### src/rtl/iic_send_arbiter.sv
// Round-robin arbiter sharing one iic_send byte-write engine; 1 cycle IDLE->start, done 1 cycle after engine done.
// Requesters hold req_valid until done/err; optional WAIT timeout under IIC_ARB_TIMEOUT_EN.
module iic_send_arbiter #(
    parameter int N_REQ = 4
`ifdef IIC_ARB_TIMEOUT_EN
    ,
    parameter int TIMEOUT_CYCLES = 200000
`endif
) (
    input  logic                 sys_clk,
    input  logic                 sys_reset,
    input  logic [N_REQ-1:0]     req_valid,
    input  logic [7*N_REQ-1:0]   req_dev_addr,
    input  logic [8*N_REQ-1:0]   req_reg_addr,
    input  logic [8*N_REQ-1:0]   req_data,
    output logic [N_REQ-1:0]     req_done,
    output logic [N_REQ-1:0]     req_err,
    output logic                 arb_busy,
    output logic [2:0]           arb_grant_id,
    output logic                 iic_send_en,
    output logic [6:0]           iic_device_addr,
    output logic [7:0]           iic_send_addr,
    output logic [7:0]           iic_send_data,
    input  logic                 iic_send_done
);

    typedef enum logic [1:0] {S_IDLE, S_ISSUE, S_WAIT, S_RELEASE} state_t;

    state_t           state_q;
    logic [2:0]       rr_q;
    logic [2:0]       grant_q;
    logic             busy_q;
    logic             en_q;
    logic [6:0]       dev_q;
    logic [7:0]       addr_q;
    logic [7:0]       data_q;
    logic [N_REQ-1:0] done_q;

    logic [2*N_REQ-1:0] rot;
    logic               pick_vld;
    logic [2:0]         pick_idx;
    logic [3:0]         pos;
    logic [6:0]         dev_sel;
    logic [7:0]         addr_sel;
    logic [7:0]         data_sel;
    logic [3:0]         rr_inc;
    logic [2:0]         rr_d;
    logic [N_REQ-1:0]   grant_oh;

    // Rotate so bit 0 is rr_q; scanning downward leaves the lowest offset as the winner.
    always_comb begin
        rot      = {req_valid, req_valid} >> rr_q;
        pick_vld = 1'b0;
        pick_idx = 3'd0;
        pos      = 4'd0;
        for (int k = N_REQ - 1; k >= 0; k--) begin
            if (rot[k]) begin
                pick_vld = 1'b1;
                pos      = {1'b0, rr_q} + 4'(k);
                if (pos >= 4'(N_REQ)) begin
                    pos = pos - 4'(N_REQ);
                end
                pick_idx = pos[2:0];
            end
        end
    end

    always_comb begin
        dev_sel  = 7'd0;
        addr_sel = 8'd0;
        data_sel = 8'd0;
        for (int j = 0; j < N_REQ; j++) begin
            if (3'(j) == pick_idx) begin
                dev_sel  = req_dev_addr[7*j +: 7];
                addr_sel = req_reg_addr[8*j +: 8];
                data_sel = req_data[8*j +: 8];
            end
        end
    end

    always_comb begin
        rr_inc   = {1'b0, grant_q} + 4'd1;
        rr_d     = (rr_inc >= 4'(N_REQ)) ? 3'd0 : rr_inc[2:0];
        grant_oh = {{(N_REQ-1){1'b0}}, 1'b1} << grant_q;
    end

`ifdef IIC_ARB_TIMEOUT_EN
    logic [31:0]      cnt_q;
    logic [N_REQ-1:0] err_q;
`endif

    always_ff @(posedge sys_clk) begin
        if (sys_reset) begin
            state_q <= S_IDLE;
            rr_q    <= 3'd0;
            grant_q <= 3'd0;
            busy_q  <= 1'b0;
            en_q    <= 1'b0;
            dev_q   <= 7'd0;
            addr_q  <= 8'd0;
            data_q  <= 8'd0;
            done_q  <= '0;
`ifdef IIC_ARB_TIMEOUT_EN
            cnt_q   <= 32'd0;
            err_q   <= '0;
`endif
        end else begin
            case (state_q)
                S_IDLE: begin
                    if (pick_vld) begin
                        grant_q <= pick_idx;
                        dev_q   <= dev_sel;
                        addr_q  <= addr_sel;
                        data_q  <= data_sel;
                        en_q    <= 1'b1;
                        busy_q  <= 1'b1;
                        state_q <= S_ISSUE;
                    end
                end
                S_ISSUE: begin
                    en_q <= 1'b0;
`ifdef IIC_ARB_TIMEOUT_EN
                    cnt_q <= 32'd0;
`endif
                    if (iic_send_done) begin
                        done_q  <= grant_oh;
                        state_q <= S_RELEASE;
                    end else begin
                        state_q <= S_WAIT;
                    end
                end
                S_WAIT: begin
                    if (iic_send_done) begin
                        done_q  <= grant_oh;
                        state_q <= S_RELEASE;
                    end
`ifdef IIC_ARB_TIMEOUT_EN
                    else if (cnt_q == 32'(TIMEOUT_CYCLES) - 32'd1) begin
                        err_q   <= grant_oh;
                        state_q <= S_RELEASE;
                    end else begin
                        cnt_q <= cnt_q + 32'd1;
                    end
`endif
                end
                S_RELEASE: begin
                    done_q  <= '0;
`ifdef IIC_ARB_TIMEOUT_EN
                    err_q   <= '0;
`endif
                    rr_q    <= rr_d;
                    busy_q  <= 1'b0;
                    state_q <= S_IDLE;
                end
                default: state_q <= S_IDLE;
            endcase
        end
    end

    assign req_done        = done_q;
    assign arb_busy        = busy_q;
    assign arb_grant_id    = grant_q;
    assign iic_send_en     = en_q;
    assign iic_device_addr = dev_q;
    assign iic_send_addr   = addr_q;
    assign iic_send_data   = data_q;
`ifdef IIC_ARB_TIMEOUT_EN
    assign req_err         = err_q;
`else
    assign req_err         = '0;
`endif

endmodule

### config.mk
export PLATFORM = sky130hd
export DESIGN_NAME = iic_send_arbiter
export DESIGN_NICKNAME = d
export VERILOG_FILES = /design/src/rtl/iic_send_arbiter.sv
export SDC_FILE = /design/constraint.sdc
export NUM_CORES = 1
export LEC_CHECK = 0
export BUFFER_PORTS_ARGS = -buffer_cell sky130_fd_sc_hd__buf_2
export CORE_MARGIN = 4
export CORE_UTILIZATION = 45
export CTS_CLUSTER_DIAMETER = 30
export DETAILED_ROUTE_END_ITERATION = 10
export PLACE_DENSITY = 0.78
export SLEW_MARGIN = 20
export SYNTH_ARGS = -nofsm -noshare
export SYNTH_HDL_FRONTEND = slang
export SYNTH_SLANG_ARGS = --single-unit
### constraint.sdc
create_clock -name sys_clk -period 5.1 [get_ports sys_clk]
set_input_delay 0.51 -clock sys_clk [delete_from_list [all_inputs] [get_ports sys_clk]]
set_output_delay 0.51 -clock sys_clk [all_outputs]
set_load 0.01 [all_outputs]
# == Word level (Yosys, flattened, before mapping) ==
# Index checks and enable logic that the tools add are counted.
# totals
reg_bits,37
input_bits,99
out_inout_bits,36
wordCells,78
# classes
add_sub_neg,8
magnitude_cmp,5
n_eq_ne,9
shift,2
muxes,34
n_reduce_logical,11
# op_table
cell,count
8-bit two-way mux,8
7-bit two-way mux,4
3-bit two-way mux,9
4-bit by 3-bit greater-or-equal comparator with 1-bit output (second input constant),4
3-bit subtractor (second input constant),4
2-bit AND reduction,5
3-bit by 1-bit adder with 4-bit output (second input constant),2
3-bit by 2-bit adder with 4-bit output (second input constant),2
2-bit case mux with 4 select lines,1
4-bit case mux with 2 select lines,1
8-bit by 3-bit >> shifter with 4-bit output,1
2-bit by 3-bit equality test with 1-bit output (first input constant),2
1-bit two-way mux,6
2-bit nonzero test,3
2-bit equality test (second input constant),2
2-bit two-way mux,2
4-bit two-way mux,1
2-bit inequality test (second input constant),2
1-bit case mux with 2 select lines,2
1-bit by 3-bit left shift with 4-bit output (first input constant),1
1-bit by 3-bit equality test with 1-bit output (first input constant),1
3-bit greater-or-equal comparator (second input constant),1
3-bit logical NOT,1
2-bit by 1-bit equality test with 1-bit output (second input constant),1
3 further kinds,3

# == Longest topological paths before layout ==
# Gate-level depths: netlist (run 1).
# logic_depth
ltp_word,12
mapped_depth,11
depth_no_buf,8

# == Least setup slack after synthesis (run 1) ==
# Ideal clock, no wire load.
# synth_path
kind,flip-flop to flip-flop
startpoint,reg rr_q[1]
endpoint,"reg dev_q[0], in the netlist iic_device_addr[0]"
setup_ps,60
t_arrival_ps,2348
path_slack_ps,2692
path_stages_with_launch,12
period_less_slack_ps,2408
cell_sequence,dfxtp_1 > clkbuf_1 > inv_1 > ha_1 > nand2b_1 > a21oi_1 > o21ai_0 > clkbuf_1 > clkbuf_1 > nand2_1 > o221ai_1 > a32o_1
# synth_between
elab_chain_len,12
word_cells_on_any_way,33
classes_between,add/sub (7); order compare (4); eq/ne (3); shift (1); mux (16); reduce/logical (2)
# synth_lines
element,line,rtl
"start, declared",30,logic [2:0] rr_q;
"start signal, assigned",151,rr_q <= rr_d;
3-bit by 2-bit adder with 4-bit output,59,"pos = {1'b0, rr_q} + 4'(k);"
4-bit by 3-bit greater-or-equal comparator with 1-bit output or 3-bit subtractor (tied branches),"60, 61",
3-bit two-way mux,60,if (pos >= 4'(N_REQ)) begin
3-bit two-way mux (4 in a row),57,if (rot[k]) begin
3-bit logical NOT,73,if (3'(j) == pick_idx) begin
7-bit two-way mux (4 in a row),73,
"end signal, assigned",112,dev_q <= dev_sel;
"end, declared",34,logic [6:0] dev_q;
# Several ways; a longest one is shown, not always the timed one.
# A chain may end at the register's enable or synchronous reset.

# == Final worst setup path (run 1) ==
# layout_path
startpoint,reg rr_q[0]
endpoint,"reg addr_q[5], in the netlist iic_send_addr[5]"
# layout_between
elab_chain_len,12
word_cells_on_any_way,33
classes_between,add/sub (7); order compare (4); eq/ne (3); shift (1); mux (16); reduce/logical (2)
# layout_lines
element,line,rtl
3-bit by 2-bit adder with 4-bit output,59,
4-bit by 3-bit greater-or-equal comparator with 1-bit output or 3-bit subtractor (tied branches),"60, 61",
3-bit two-way mux,60,
3-bit two-way mux (4 in a row),57,
3-bit logical NOT,73,
8-bit two-way mux (4 in a row),73,
"end signal, assigned",113,addr_q <= addr_sel;
"end, declared",35,logic [7:0] addr_q;
# Several ways; a longest one is shown, not always the timed one.

==> summary.txt, run 1 <==
Power Dens Cells - 432 mW/mm^2
Ys Warns - 0
Cell mode on critical path - buf_4
Post-CTS Setup Bufs - 0
Hold Path Origin - req_done[2]
Finished Layout Cells - 514
Hold Fails Final Rpt - 0
Clock net sink count - 37
Clock Path Buffers - 2
Startpoint Class - flop
Cts hold-fix bufs - 0
R2R cell count - 10
CTS clk-pin slew, worst paths - 0.07 ns
Synth area leader - dfxtp_1
Final setup viols - 0
Post-Syn Area - 0.00263 mm^2
Synth-to-Final Area Change - 25.6%
Placer congestion estimate - 0.916
Gr ovfl total - 0
Drt wl/cell - 15.4 um
Layout cells sized above 1 - 33.3%
Finished Cell Area - 0.00331 mm^2
Die H - 84.5 um
Vias per inst - 5.64
Fin util - 59.3%
FF+latch count, synth - 37
Hold Path End - req_done[2]
Largest cells by area after synthesis - dfxtp_1, o221ai_1, a32o_1
Number of flops mapped to enable cells by yosys - 0
Crit path time final - 3.14 ns
Yosys top cell area share - 28.2%
Maximum vdd drop - 0.214 mV
Pleak - 1.60 nW
Flop2flop setup slack - 1.96 ns
First-pass GRT wire length - 12800 um
Nets - 551
Primary FF master, synth - dfxtp_1
Cells after Synth - 331
I/O Pins - 135
Hold depth - 2
Total routed wirelength - 7910 um
IO Port Bufs - 130
Residual DRC - 0
Resized cells post-CTS - 0
Largest net degree at the start of global routing - 48
HPWL Detailed - 5730 um
Worst Setup End Kind - flop
DIE AREA - 0.00713 mm^2
Status - finished clean
Critical path class - reg2reg
Slowest CP cell - dfxtp_1
Fillers - 512
Mean Syn Cell Area - 7.95 um^2
Vias in the first global route - 2769
Initial antenna violation count - 0
H-Tree Level Count - 2
Inst Count DP - 506
Final period util - 61.5%
Max incr delay on CP - 0.53 ns
R2r startpoint - rr_q[0]
Worst path cell trace - inv_1 > ha_1 > nand2b_1 > a21oi_1 > o21ai_4 > buf_4 > o21a_1 > buf_4 > o221ai_1 > a32o_1
Antenna-violating nets left - 0
Worst path arrival time - 3.32 ns
CTS tree - built
Vias - 2900
Post-synth cell types - 44
Post-route setup TNS - 0 ns
DP Area - 0.00322 mm^2
Number of buffers created by CTS - 5
Placeable Area - 0.00557 mm^2
Die W - 84.5 um
Worst-margin pin slew - 1.01 ns
Antenna diodes - 0
Min-delay worst type - reg2reg
Worst Path Max Fanout - 47
Total of max-cap violations - 0
Worst skew pair latency - 0.28 ns
Gr usage total - 21.2%
Row cnt - 27
Initial drt markers - 177
Relative slew slack - 32.7%
Setup Skew - 0.00400 ns
Pre-Repair DR Iteration Count - 5
RR Endpoint - iic_send_addr[5]
Register area share after synthesis - 28.2%
Worst path bufs/invs - 3
Clock Tree Root - clkbuf_8
Initial Utilization - 47.2%
Cell type group with the largest total delay on the critical path - buffers and inverters
Max-slew violation count - 0
Critical Path RT - 5.28 ns
Post-synth ARST share - 0%
Max Freq - 0.319 GHz
RSZ-0062 raised after global routing - no
==> registers in the layout, summed over array words and instances, names as in the netlist <==
signal	cells
iic_send_data	8
arb_grant_id	3
arb_busy	1
iic_device_addr	7
iic_send_en	1
rr_q	3
req_done	4
state_q	2
iic_send_addr	8
==> Yosys cell counts (2+ instances only) <==
library cell / count
o21bai_1: 2
buf_4: 10
and2_1: 2
nor2b_1: 2
mux2i_1: 5
buf_2: 7
clkbuf_1: 11
a211oi_1: 4
nand2b_1: 5
a31oi_1: 2
ha_1: 11
nand3_1: 5
buf_6: 4
a32o_1: 23
o21ai_0: 3
nor2_1: 8
nand2_1: 51
dfxtp_1: 37
inv_1: 58
a21oi_1: 11
nor3_1: 2
o221ai_1: 46
==> metrics by stage <==
step	power [mW]	setup slack, ns	hold WS [ns]
final	1.43	1.96	0.455
after global routing	1.54	1.75	0.478
after CTS	1.43	1.95	0.462
after detailed placement	1.23	1.94	0.445
after global placement	1.22	2.03	0.443
after floorplan	1.03	2.69	0.476
==> area by class of cell <==
class / count / area (um^2) / share of cell area [%]
Tap cell: 72 / 90.1 / 2.73
Timing Repair Buffer: 132 / 666 / 20.1
Inverter: 58 / 218 / 6.59
Clock buffer: 8 / 80.1 / 2.42
Sequential cell: 37 / 741 / 22.4
Multi-Input combinational cell: 207 / 1510 / 45.7
==> per-layer routing <==
layer,GRT usage (%),part of all wire (%),vias up
met2,34.9,46,133
met3,4.91,8.0,28
met4,8.49,4.2,0
li1,-,-,1401
met5,0,0,-
met1,26.6,41,1338
==> cells by family after synthesis <==
| kind of cell | share of synthesized area, % |
|---|---|
| adder cells (fa/ha/maj) | 5.23 |
| AO/OA/AOI/OAI | 31.8 |
| AND/OR/NAND/NOR | 15.7 |
| other | 0.143 |
| flip-flops | 28.2 |
| multiplexers | 3.19 |
| buffers and inverters | 15.7 |
==> worst max path at each step <==
stage                       from  cells past startpoint                  to  slack [ns]
CTS                      rr_q[0]                     10    iic_send_addr[5]        1.95
global route             rr_q[0]                     10    iic_send_addr[1]        1.75
finish                   rr_q[0]                     10    iic_send_addr[5]        1.96
global placement    req_valid[0]                      7    iic_send_addr[0]        2.03
detailed placement  req_valid[0]                      7    iic_send_addr[5]        1.94
floorplan                rr_q[1]                     11  iic_device_addr[0]        2.69
==> power by group <==
group	switching, mW	total [mW]	internal, mW
clock network	0.0994	0.197	0.0971
logic	0.448	0.763	0.315
registers	0.0694	0.468	0.398
==> layout by cell type, fill, tap and decap left out, types with 8 or more instances in the layout <==
cell,instances
a21oi_1,11
a32o_1,23
buf_2,130
dfxtp_1,37
ha_1,11
inv_1,58
nand2_1,51
nor2_1,8
o221ai_1,46
==> worst register-to-register path, cell delays in order, from the launching register on <==
cell      delay (ns)
dfxtp_1         0.53
inv_1           0.16
ha_1            0.41
nand2b_1        0.14
a21oi_1         0.10
o21ai_4         0.15
buf_4           0.42
o21a_1          0.19
buf_4           0.42
o221ai_1        0.20
a32o_1          0.31
No activity file was read; power rests on OpenSTA's default activity.
==> run 2: changes to the inputs <==
Settings changed: CORE_UTILIZATION 45 to 42, PLACE_DENSITY 0.78 to 0.77.
Clock period 5.1 ns to 2.7 ns, I/O delays scaled along.
==> summary.txt, run 2 (synthesized netlist as in run 1, its figures left out) <==
Vias per inst - 5.44 (was 5.64)
Crit path time final - 2.48 ns (was 3.14 ns)
Gr usage total - 19.9% (was 21.2%)
Pre-Repair DR Iteration Count - 5 (unchanged)
Max-slew violation count - 0 (unchanged)
Critical Path RT - 2.88 ns (was 5.28 ns)
Worst path cell trace - inv_1 > ha_1 > nand2b_1 > a21oi_1 > o21ai_4 > o21a_2 > buf_12 > o221ai_1 > a32o_1 (was inv_1 > ha_1 > nand2b_1 > a21oi_1 > o21ai_4 > buf_4 > o21a_1 > buf_4 > o221ai_1 > a32o_1)
HPWL Detailed - 5690 um (was 5730 um)
Post-route setup TNS - 0 ns (unchanged)
Layout cells sized above 1 - 35.0% (was 33.3%)
Slowest CP cell - dfxtp_1 (unchanged)
R2r startpoint - rr_q[1] (was rr_q[0])
Finished Cell Area - 0.00342 mm^2 (was 0.00331 mm^2)
Clock Path Buffers - 2 (unchanged)
Flop2flop setup slack - 0.22 ns (was 1.96 ns)
Origin of the worst setup path - rr_q[1] (was rr_q[0])
Status - finished clean (unchanged)
Placer congestion estimate - 0.818 (was 0.916)
Largest net degree at the start of global routing - 48 (unchanged)
Drt wl/cell - 15.4 um (about the same)
Synth-to-Final Area Change - 30.0% (was 25.6%)
Power Dens Cells - 849 mW/mm^2 (was 432 mW/mm^2)
Total of max-cap violations - 0 (unchanged)
Die H - 87.2 um (was 84.5 um)
Finished Layout Cells - 523 (was 514)
Hold Path Origin - iic_send_done (was req_done[2])
Hold Path End - req_done[0] (was req_done[2])
Sequential power share - 30.6% (was 32.8%)
Final setup viols - 0 (unchanged)
Fillers - 573 (was 512)
Maximum vdd drop - 0.434 mV (was 0.214 mV)
Startpoint Class - flop (unchanged)
Max incr delay on CP - 0.53 ns (about the same)
Clock net sink count - 37 (unchanged)
Critical path class - reg2reg (unchanged)
R2R cell count - 9 (was 10)
DIE AREA - 0.00760 mm^2 (was 0.00713 mm^2)
Min-delay worst type - in2reg (was reg2reg)
Clock Tree Root - clkbuf_8 (unchanged)
P_sw - 1.20 mW (was 617 uW)
Final period util - 91.7% (was 61.5%)
Gr ovfl total - 0 (unchanged)
Number of buffers created by CTS - 5 (unchanged)
Most frequent cells in the layout - buf_2, inv_1, nand2_1, o221ai_1, dfxtp_1 (unchanged)
Antenna diodes - 0 (unchanged)
Initial antenna violation count - 0 (unchanged)
Initial Utilization - 43.9% (was 47.2%)
Inst Count DP - 514 (was 506)
Row cnt - 28 (was 27)
CTS tree - built (unchanged)
CTS clk-pin slew, worst paths - 0.07 ns (about the same)
RR Endpoint - iic_device_addr[4] (was iic_send_addr[5])
Met2 wire length - 4100 um (was 3670 um)
Sw frac - 41.2% (was 43.2%)
Post-CTS Setup Bufs - 0 (unchanged)
Most common cell after layout, fill and taps aside - buf_2 (unchanged)
Hold Fails Final Rpt - 0 (unchanged)
Die W - 87.2 um (was 84.5 um)
Max Freq - 0.404 GHz (was 0.319 GHz)
Pleak - 1.66 nW (was 1.60 nW)
Total routed wirelength - 8070 um (was 7910 um)
Internal power - 1.71 mW (was 811 uW)
Vias in the first global route - 2628 (was 2769)
Residual DRC - 0 (unchanged)
Worst skew pair latency - 0.29 ns (was 0.28 ns)
DP Area - 0.00329 mm^2 (was 0.00322 mm^2)
Initial drt markers - 125 (was 177)
Worst path arrival time - 2.66 ns (was 3.32 ns)
Top sig layer - met4 (unchanged)
Placeable Area - 0.00599 mm^2 (was 0.00557 mm^2)
H-Tree Level Count - 2 (unchanged)
Nets - 557 (was 551)
Vias - 2844 (was 2900)
IO Port Bufs - 130 (unchanged)
Worst Setup End Kind - flop (unchanged)
Setup Skew - 0.00453 ns (was 0.00400 ns)
First-pass GRT wire length - 12200 um (was 12800 um)
Metal3 WL - 561 um (was 630 um)
Clock Power Share - 17.0% (was 13.8%)
RSZ-0062 raised after global routing - no (unchanged)
Hold depth - 4 (was 2)
Combinational power share - 52.4% (was 53.5%)
Met1 wire length - 3300 um (was 3280 um)
Worst Path Max Fanout - 47 (unchanged)
I/O Pins - 135 (unchanged)
Antenna-violating nets left - 0 (unchanged)
[run 2: cell types whose count changed in the layout (fill, tap and decap cells not counted)]
cell / previous run / this run
buf_12: 0 / 2
buf_4: 2 / 4
clkbuf_1: 3 / 1
a21oi_2: 0 / 1
a21oi_4: 1 / 0
buf_6: 0 / 1
bufinv_16: 0 / 1
clkbuf_8: 5 / 6
dfxtp_1: 37 / 36
dfxtp_2: 0 / 1
nor2b_4: 1 / 2
o21a_1: 1 / 0
o21a_2: 0 / 1
[run 2: power by group through the flow]
stage	registers (mW)	clock network, mW	logic [mW]
2_1_floorplan	0.961	0	0.978
3_3_place_gp	0.891	0	1.46
3_5_place_dp	0.896	0	1.50
4_1_cts	0.885	0.508	1.50
5_1_grt	0.913	0.532	1.68
6_report	0.887	0.494	1.52
[run 2: how the worst max path moves through the flow]
stage / cells after the start / slack [ns] / to
after floorplan: 11 / 0.29 / iic_device_addr[0]
after global placement: 6 / 0.21 / iic_device_addr[5]
after detailed placement: 6 / 0.14 / iic_send_addr[6]
after CTS: 6 / 0.09 / iic_send_data[4]
after global routing: 9 / 0.02 / iic_send_data[2]
final: 9 / 0.22 / iic_device_addr[4]
[run 2: final cells by class]
type | instances | area, um^2 | share of cell area, %
Multi-Input combinational cell | 208 | 1520 | 44.4
Sequential cell | 37 | 742 | 21.7
Timing Repair Buffer | 137 | 732 | 21.4
Inverter | 58 | 218 | 6.36
Tap cell | 75 | 93.8 | 2.74
Clock buffer | 7 | 86.3 | 2.52
Clock inverter | 1 | 30.0 | 0.878
[run 2: routing by layer]
metal	GRT usage, %	vias up
met5	0	-
met4	6.69	0
met1	25.8	1306
li1	-	1422
met2	33.0	105
met3	4.07	11
[run 2: metrics by stage]
stage	setup WS (ns)	util [%]	hold slack (ns)	power, mW
2_1_floorplan	0.292	-	0.476	1.94
3_3_place_gp	0.206	54.8	0.438	2.35
3_5_place_dp	0.136	54.8	0.445	2.39
4_1_cts	0.0883	56.8	0.357	2.90
5_1_grt	0.0151	57.1	0.390	3.12
6_report	0.224	57.1	0.381	2.90
[run 2: critical path: cells and delay by family (launching register included)]
| family | cells | cell delay (ns) |
|---|---|---|
| compound gates | 5 | 0.89 |
| fa+ha+maj | 1 | 0.41 |
| buf+inv | 2 | 0.39 |
| flops | 1 | 0.53 |
| simple gates | 1 | 0.13 |
[run 2: timing repair]
| action | 4_1_cts | 5_1_grt |
|---|---|---|
| hold endpoints to repair | 0 | 0 |
| gates resized for setup | 0 | 3 |
| hold buffers | 0 | 0 |
| setup endpoints to repair | 0 | 23 |
==> run 3: changes to the inputs <==
Settings changed: CORE_MARGIN 4 to 2.
==> summary.txt, run 3 (synthesized netlist as in run 1, its figures left out) <==
Layout cells sized above 1 - 35.0% (unchanged)
Worst Path Max Fanout - 32 (was 47)
Top sig layer - met4 (unchanged)
Nets - 558 (was 557)
Vias - 2855 (was 2844)
Crit path time final - 2.50 ns (was 2.48 ns)
Hold Fails Final Rpt - 0 (unchanged)
Met1 wire length - 3120 um (was 3300 um)
Drt wl/cell - 14.4 um (was 15.4 um)
RSZ-0062 raised after global routing - no (unchanged)
Relative slew slack - 62.7%
Number of buffers created by CTS - 5 (unchanged)
Final setup viols - 0 (unchanged)
Setup Skew - 0.00905 ns (was 0.00453 ns)
Clock Path Buffers - 2 (unchanged)
Final period util - 92.5% (was 91.7%)
Fin util - 56.8% (was 57.1%)
Gr ovfl total - 0 (unchanged)
Power Dens Cells - 820 mW/mm^2 (was 849 mW/mm^2)
Sw frac - 42.1% (was 41.2%)
P_sw - 1.18 mW (was 1.20 mW)
DIE AREA - 0.00691 mm^2 (was 0.00760 mm^2)
CTS tree - built (unchanged)
Flop2flop setup slack - 0.20 ns (was 0.22 ns)
Pre-Repair DR Iteration Count - 4 (was 5)
Critical Path RT - 2.88 ns (about the same)
Placer congestion estimate - 0.856 (was 0.818)
Worst-margin pin slew - 0.558 ns
Residual DRC - 0 (unchanged)
Resized cells post-CTS - 0 (unchanged)
Clock Tree Root - clkbuf_8 (unchanged)
CTS clk-pin slew, worst paths - 0.07 ns (about the same)
Post-route setup TNS - 0 ns (unchanged)
Metal3 WL - 460 um (was 561 um)
Vias per inst - 5.46 (was 5.44)
Initial drt markers - 144 (was 125)
Maximum vdd drop - 0.437 mV (was 0.434 mV)
Status - finished clean (unchanged)
Gr usage total - 21.1% (was 19.9%)
Internal power - 1.61 mW (was 1.71 mW)
IO Port Bufs - 130 (unchanged)
Die H - 83.2 um (was 87.2 um)
Clock net sink count - 37 (unchanged)
Worst path arrival time - 2.68 ns (was 2.66 ns)
Total routed wirelength - 7550 um (was 8070 um)
Initial Utilization - 43.9% (unchanged)
First-pass GRT wire length - 12400 um (was 12200 um)
Worst skew pair latency - 0.29 ns (about the same)
Antenna-violating nets left - 0 (unchanged)
Max Freq - 0.401 GHz (was 0.404 GHz)
HPWL Detailed - 5570 um (was 5690 um)
Fillers - 592 (was 573)
Most common cell after layout, fill and taps aside - buf_2 (unchanged)
I/O Pins - 135 (unchanged)
Vias in the first global route - 2685 (was 2628)
Placeable Area - 0.00599 mm^2 (unchanged)
Initial antenna violation count - 0 (unchanged)
Critical path class - reg2reg (unchanged)
Min-delay worst type - in2reg (unchanged)
Total of max-cap violations - 0 (unchanged)
Post-CTS Setup Bufs - 0 (unchanged)
Worst Setup End Kind - flop (unchanged)
Pleak - 1.65 nW (was 1.66 nW)
Cts hold-fix bufs - 0 (unchanged)
Max-slew violation count - 0 (unchanged)
Most frequent cells in the layout - buf_2, inv_1, nand2_1, o221ai_1, dfxtp_1 (unchanged)
Combinational power share - 54.2% (was 52.4%)
Die W - 83.2 um (was 87.2 um)
Met2 wire length - 3710 um (was 4100 um)
Startpoint Class - flop (unchanged)
Row cnt - 28 (unchanged)
Antenna diodes - 0 (unchanged)
Synth-to-Final Area Change - 29.3% (was 30.0%)
H-Tree Level Count - 2 (unchanged)
Clock Power Share - 14.0% (was 17.0%)
Largest net degree at the start of global routing - 47 (was 48)
Sequential power share - 31.8% (was 30.6%)
[run 3: cell types whose count changed in the layout (fill, tap and decap cells not counted)]
cell,change
buf_12,+1
buf_4,+2
buf_6,-1
bufinv_16,-1
clkbuf_1,-1
clkinvlp_4,+1
nor2b_4,-1
o21a_1,+1
o21a_2,-1
[run 3: worst max-delay path: stages (launching register included)]
cell and delay (ns):
dfxtp_1 0.51, inv_1 0.17, ha_1 0.43, nand2b_1 0.14
a21oi_1 0.10, o21ai_4 0.20, o21a_1 0.21, buf_12 0.20
o221ai_1 0.15, a32o_1 0.28
[run 3: path summary, 6_finish.rpt]
path               startpoint          endpoint  cells after the start
setup / recovery      rr_q[1]  iic_send_data[2]                      9
hold / removal      sys_reset        state_q[1]                      2
setup reg to reg      rr_q[1]  iic_send_data[2]                      9
hold reg to reg   req_done[1]       req_done[1]                      2
[run 3: layout make-up]
type / instances / area, um^2 / share of cell area, %
multi-input combinational: 207 / 1500 / 44.2
timing repair buffer: 139 / 756 / 22.2
sequential: 37 / 742 / 21.8
inverter: 58 / 218 / 6.40
tap: 75 / 93.8 / 2.76
clock buffer: 6 / 82.6 / 2.43
clock inverter: 1 / 7.51 / 0.221
[run 3: power by group through the flow]
stage                     Clock [mW]  Combinational, mW  Sequential (mW)
after detailed placement           0               1.52            0.895
final                          0.389               1.51            0.887
after global routing           0.419               1.67            0.911
after global placement             0               1.48            0.892
after CTS                      0.397               1.52            0.884
after floorplan                    0              0.978            0.961
[run 3: metal layers]
metal | vias to the layer above | global-route usage (%)
met5 | - | 0
met4 | 0 | 9.69
met3 | 18 | 3.68
met2 | 106 | 36.2
met1 | 1314 | 25.5
li1 | 1417 | -
[run 3: through the flow]
stage	cells	hold slack [ns]	worst slack (ns)	total power, mW	cell area (um^2)
after floorplan	334	0.476	0.292	1.94	2640
after global placement	516	0.439	0.265	2.37	3310
after detailed placement	516	0.447	0.201	2.41	3310
after CTS	523	0.361	0.185	2.80	3400
after global routing	523	0.382	0.0374	3.00	3400
final	523	0.364	0.204	2.79	3400
